===== src/rtl/cache_line_xfer.sv =====
// cache_line_xfer: memory-side burst engine for 16-word line write-back
// (store) and line fill (load). One word moves per mem_req/mem_ack handshake.
// The control FSM consumes cnt, complete and fsm_en.

module cache_line_xfer #(
    parameter int DATA_W = 32,
    parameter int ADDR_W = 32
) (
    input  logic              clk,
    input  logic              rst,
    input  logic              store,
    input  logic              load,
    input  logic [ADDR_W-7:0] line_addr,
    input  logic [DATA_W-1:0] cache_rdata,
    output logic [3:0]        cnt,
    output logic              complete,
    output logic              fsm_en,
    output logic              cache_we,
    output logic [DATA_W-1:0] cache_wdata,
    output logic              mem_req,
    output logic              mem_we,
    output logic [ADDR_W-1:0] mem_addr,
    output logic [DATA_W-1:0] mem_wdata,
    input  logic [DATA_W-1:0] mem_rdata,
    input  logic              mem_ack
);

    typedef enum logic [1:0] {
        IDLE    = 2'd0,
        ST_BEAT = 2'd1,
        LD_BEAT = 2'd2
    } state_t;

    state_t      state_q, state_d;
    logic [3:0]  cnt_q, cnt_d;
    logic        complete_q, complete_d;

    // Next-state logic: burst sequencing, word counter and write-back-done flag
    always_comb begin
        state_d    = state_q;
        cnt_d      = cnt_q;
        complete_d = complete_q;
        case (state_q)
            IDLE: begin
                // A finished write-back blocks a new store until a fill clears it
                if (store && !complete_q) begin
                    state_d = ST_BEAT;
                end else if (load) begin
                    state_d    = LD_BEAT;
                    complete_d = 1'b0;
                end else begin
                    state_d = IDLE;
                end
            end
            ST_BEAT: begin
                if (mem_ack) begin
                    cnt_d = cnt_q + 4'd1;
                    if (cnt_q == 4'd15) begin
                        state_d    = IDLE;
                        complete_d = 1'b1;
                    end else begin
                        state_d = ST_BEAT;
                    end
                end else begin
                    state_d = ST_BEAT;
                end
            end
            LD_BEAT: begin
                if (mem_ack) begin
                    cnt_d = cnt_q + 4'd1;
                    if (cnt_q == 4'd15) begin
                        state_d = IDLE;
                    end else begin
                        state_d = LD_BEAT;
                    end
                end else begin
                    state_d = LD_BEAT;
                end
            end
            default: begin
                state_d    = IDLE;
                cnt_d      = 4'd0;
                complete_d = 1'b0;
            end
        endcase
    end

    // State register with synchronous reset; reset aborts any burst in flight
    always_ff @(posedge clk) begin
        if (rst) begin
            state_q    <= IDLE;
            cnt_q      <= 4'd0;
            complete_q <= 1'b0;
        end else begin
            state_q    <= state_d;
            cnt_q      <= cnt_d;
            complete_q <= complete_d;
        end
    end

    // Handshake outputs: request held until ack, FSM advances only on acked beats
    always_comb begin
        mem_req  = 1'b0;
        mem_we   = 1'b0;
        fsm_en   = 1'b1;
        cache_we = 1'b0;
        case (state_q)
            IDLE: begin
                mem_req = 1'b0;
                fsm_en  = 1'b1;
            end
            ST_BEAT: begin
                mem_req = 1'b1;
                mem_we  = 1'b1;
                fsm_en  = mem_ack;
            end
            LD_BEAT: begin
                mem_req  = 1'b1;
                mem_we   = 1'b0;
                fsm_en   = mem_ack;
                cache_we = mem_ack;
            end
            default: begin
                mem_req  = 1'b0;
                mem_we   = 1'b0;
                fsm_en   = 1'b1;
                cache_we = 1'b0;
            end
        endcase
    end

    // Address is counter-derived, so it stays stable across a memory stall
    assign mem_addr    = {line_addr, cnt_q, 2'b00};
    assign mem_wdata   = cache_rdata;
    assign cache_wdata = mem_rdata;
    assign cnt         = cnt_q;
    assign complete    = complete_q;

endmodule


===== config.mk =====
export PLATFORM = sky130hd
export DESIGN_NAME = cache_line_xfer
export DESIGN_NICKNAME = d
export VERILOG_FILES = /design/src/rtl/cache_line_xfer.sv
export SDC_FILE = /design/constraint.sdc
export NUM_CORES = 1
export LEC_CHECK = 0
export CORE_MARGIN = 1
export CORE_UTILIZATION = 19
export DETAILED_ROUTE_END_ITERATION = 10
export PLACE_DENSITY = 0.81
export SYNTH_ARGS = -nofsm -noshare
export SYNTH_HDL_FRONTEND = slang
export SYNTH_SLANG_ARGS = --single-unit

===== constraint.sdc =====
create_clock -name clk -period 1.37 [get_ports clk]
set_input_delay 0.274 -clock clk [delete_from_list [all_inputs] [get_ports clk]]
set_output_delay 0.274 -clock clk [all_outputs]
set_load 0.01 [all_outputs]

==> results_dict.tcl <==
set metrics [dict create \
    drt-pass1-iter-count 2 \
    layout-drive-gt1-share_pct 46.4 \
    htreeDepth 1 \
    cts_tree "done" \
    ios 200 \
    ys.warnings.count 0 \
    gr-usage-met1_pct 4.65 \
    violations "negative setup slack" \
    r2r_slack_ns 0.05 \
    cp-startpoint "state_q[1]" \
    async_reset_ff_share_pct 0 \
    power.leakage_nw 0.394 \
    period_minus_slack_ns 1.48 \
    hold_violations 0 \
    top_usage_layer "met4" \
    design.core.area_sq_um 5890 \
    synth_edf_count 0 \
    avgRoutedWirePerCell_um 13.7 \
    final_common_cell "buf_4" \
    finalSetupViolCount 1 \
    max_freq_ghz 0.677 \
    arrival_ns 1.20 \
    wl_um 2180 \
    cts.sinks 7 \
    intPower_uw 544 \
    die_h_um 80.1 \
    status "finished with violations" \
    pwr-share-comb_pct 31.8 \
    synth_simple_gate_area_share_pct 10.5 \
    rsz0062_at_grt "true" \
    area_growth_syn_to_layout_pct -23.4 \
    maxCapViolCount 0 \
    final_cell_mix "11 x buf_4, 9 x dlygate4sd2_1, 6 x a21oi_1" \
    postCtsHoldBufs 0 \
    critPathLaunchType "flip-flop" \
    cts_buffer_depth 2 \
    crit_fanout 2 \
    fin_skew_ns 0.00399 \
    power_switching_uw 199 \
    grtUsageMet2_pct 10.1 \
    grt_max_degree 10 \
    syn_inst 146 \
    clk_latency_ns 0.22 \
    cp-end-kind "output pin" \
    grt_pass1_wl_um 3130 \
    synth_top_family_by_area "buffers and inverters" \
    p_per_area_nw_per_um2 838 \
    fp.dieW_um 80.1 \
    synth_xor_area_share_pct 0 \
    gr-usage-met3_pct 2.61 \
    yosys-mux-area-fraction_pct 0 \
    swShare_pct 26.8 \
    track_usage_pct 6.37 \
    maxSlewViolCount 0 \
    yosysUniqueCellTypes 24 \
    start_util_pct 19.7 \
    fill_cells 668 \
    grt_pass1_vias 626 \
    drt_iter0_drc 24 \
    place_congestion 0.704 \
    r2r-start "state_q[0]" \
    antenna_cells 0 \
    hpwlAfterDp_um 1610 \
    die_area_sq_um 6410 \
    criticalPathCategory "flip-flop to output pin" \
    syn_avg_cell_area_sq_um 7.94 \
    hold_ws_ns 0.516 \
    antenna_left 0 \
    synth-compound-area-share_pct 7.24 \
    dp_worst_setup_slack_ns -0.471 \
    clockRootBuffer "clkbuf_8" \
    power_frac_seq_pct 29.7 \
    portBuffers 17 \
    route.detailed.drc 0 \
    antenna_found_initial 0 \
    ys_seq_area_share_pct 12.1 \
    synth-adder-area-share_pct 5.40 \
    fin_nets 185 \
    path_clk_slew_ns 0.04 \
    power_frac_clock_pct 38.5 \
    final.period_utilization_pct 108 \
    ir_worst_vdd_mv 0.284 \
    setup_ws_ns -0.108 \
    endpoint "fsm_en" \
    holdCritPathClass "flip-flop to flip-flop" \
    vias 593 \
    reg2reg_depth 8 \
    syn_area_sq_um 1160 \
    reg2reg_to "complete" \
    placementRows 28 \
    synth_flop_cell "dfxtp_1" \
    numCtsBuffers 3 \
    overflow 0 \
    required_ns 1.10 \
    ys_ff_latch 7 \
    vias_per_cell 3.73 \
]
[cells in the mapped netlist (all sizes together) (2+ instances only)]
| cell type | instances | area [sq um] |
|---|---|---|
| nor2 | 4 | 15.0 |
| and2b | 2 | 18.8 |
| a22oi | 2 | 15.0 |
| a21oi | 6 | 30.0 |
| nand3 | 2 | 10.0 |
| ha | 5 | 62.6 |
| nor3 | 4 | 20.0 |
| inv | 4 | 15.0 |
| buf | 97 | 732 |
| nand4 | 2 | 18.8 |
| o21ai | 3 | 18.8 |
| dfxtp | 7 | 140 |
[flip-flops by register name (all words and copies together), names as in the netlist]
register / flops
state_q: 2
cnt: 4
complete: 1
[routing by layer]
metal	wire length (um)	share of wire (%)
met5	0	0
met1	555	25
met2	1020	47
met4	296	14
met3	307	14
[cell families (layout without fill, tap and decap cells)]
group / after synthesis / in the layout
flip-flops: 7 / 7
AND/OR/NAND/NOR: 19 / 19
AO/OA/AOI/OAI: 13 / 13
adder cells (fa/ha/maj): 5 / 5
buffers and inverters: 101 / 38
other: 1 / 2
[area by class of cell]
type | instances | area, sq um | share of cell area (%)
clock buffers | 4 | 45.0 | 5.08
inverters | 4 | 15.0 | 1.69
multi-input cells | 39 | 333 | 37.5
flip-flops and latches | 7 | 144 | 16.2
well taps | 75 | 93.8 | 10.6
repair buffers | 30 | 256 | 28.9
[worst min path at each step]
stage          startpoint        to  slack [ns]  cells past startpoint
3_3_place_gp       cnt[1]    cnt[1]        0.53                      2
2_1_floorplan         rst  complete        0.34                      1
3_5_place_dp       cnt[1]    cnt[1]        0.55                      2
6_report           cnt[0]    cnt[0]        0.52                      2
4_1_cts            cnt[1]    cnt[1]        0.53                      2
5_1_grt            cnt[0]    cnt[0]        0.53                      2
[per-stage QoR]
stage | util [%] | cells | setup TNS, ns | area [sq um] | power [mW]
5_1_grt | 15.1 | 159 | -0.185 | 887 | 0.788
4_1_cts | 14.7 | 160 | -0.121 | 867 | 0.753
6_report | 15.1 | 159 | -0.108 | 887 | 0.743
3_3_place_gp | 13.4 | 154 | -1.62 | 787 | 0.426
3_5_place_dp | 13.4 | 154 | -1.73 | 787 | 0.428
2_1_floorplan | - | 147 | 0 | 1160 | 0.603
[worst max-delay path, cell delays in order, from the launching register on]
cell	delay, ns
dfxtp_2	0.33
inv_2	0.05
ha_4	0.24
and2b_2	0.20
inv_1	0.05
buf_2	0.11
[power by group through the flow]
stage / registers, mW / clock network, mW / logic [mW]
finish: 0.221 / 0.286 / 0.236
detailed placement: 0.221 / 0 / 0.206
global route: 0.221 / 0.305 / 0.262
floorplan: 0.222 / 0 / 0.381
global placement: 0.221 / 0 / 0.205
CTS: 0.220 / 0.298 / 0.235
[timing repair]
item,in CTS,in global routing
gates cloned,0,0
resized for setup,41,6
pin swaps,2,2
setup buffers,2,0
endpoints found under the setup margin,13,8
Power figures use the tool's default switching activity.
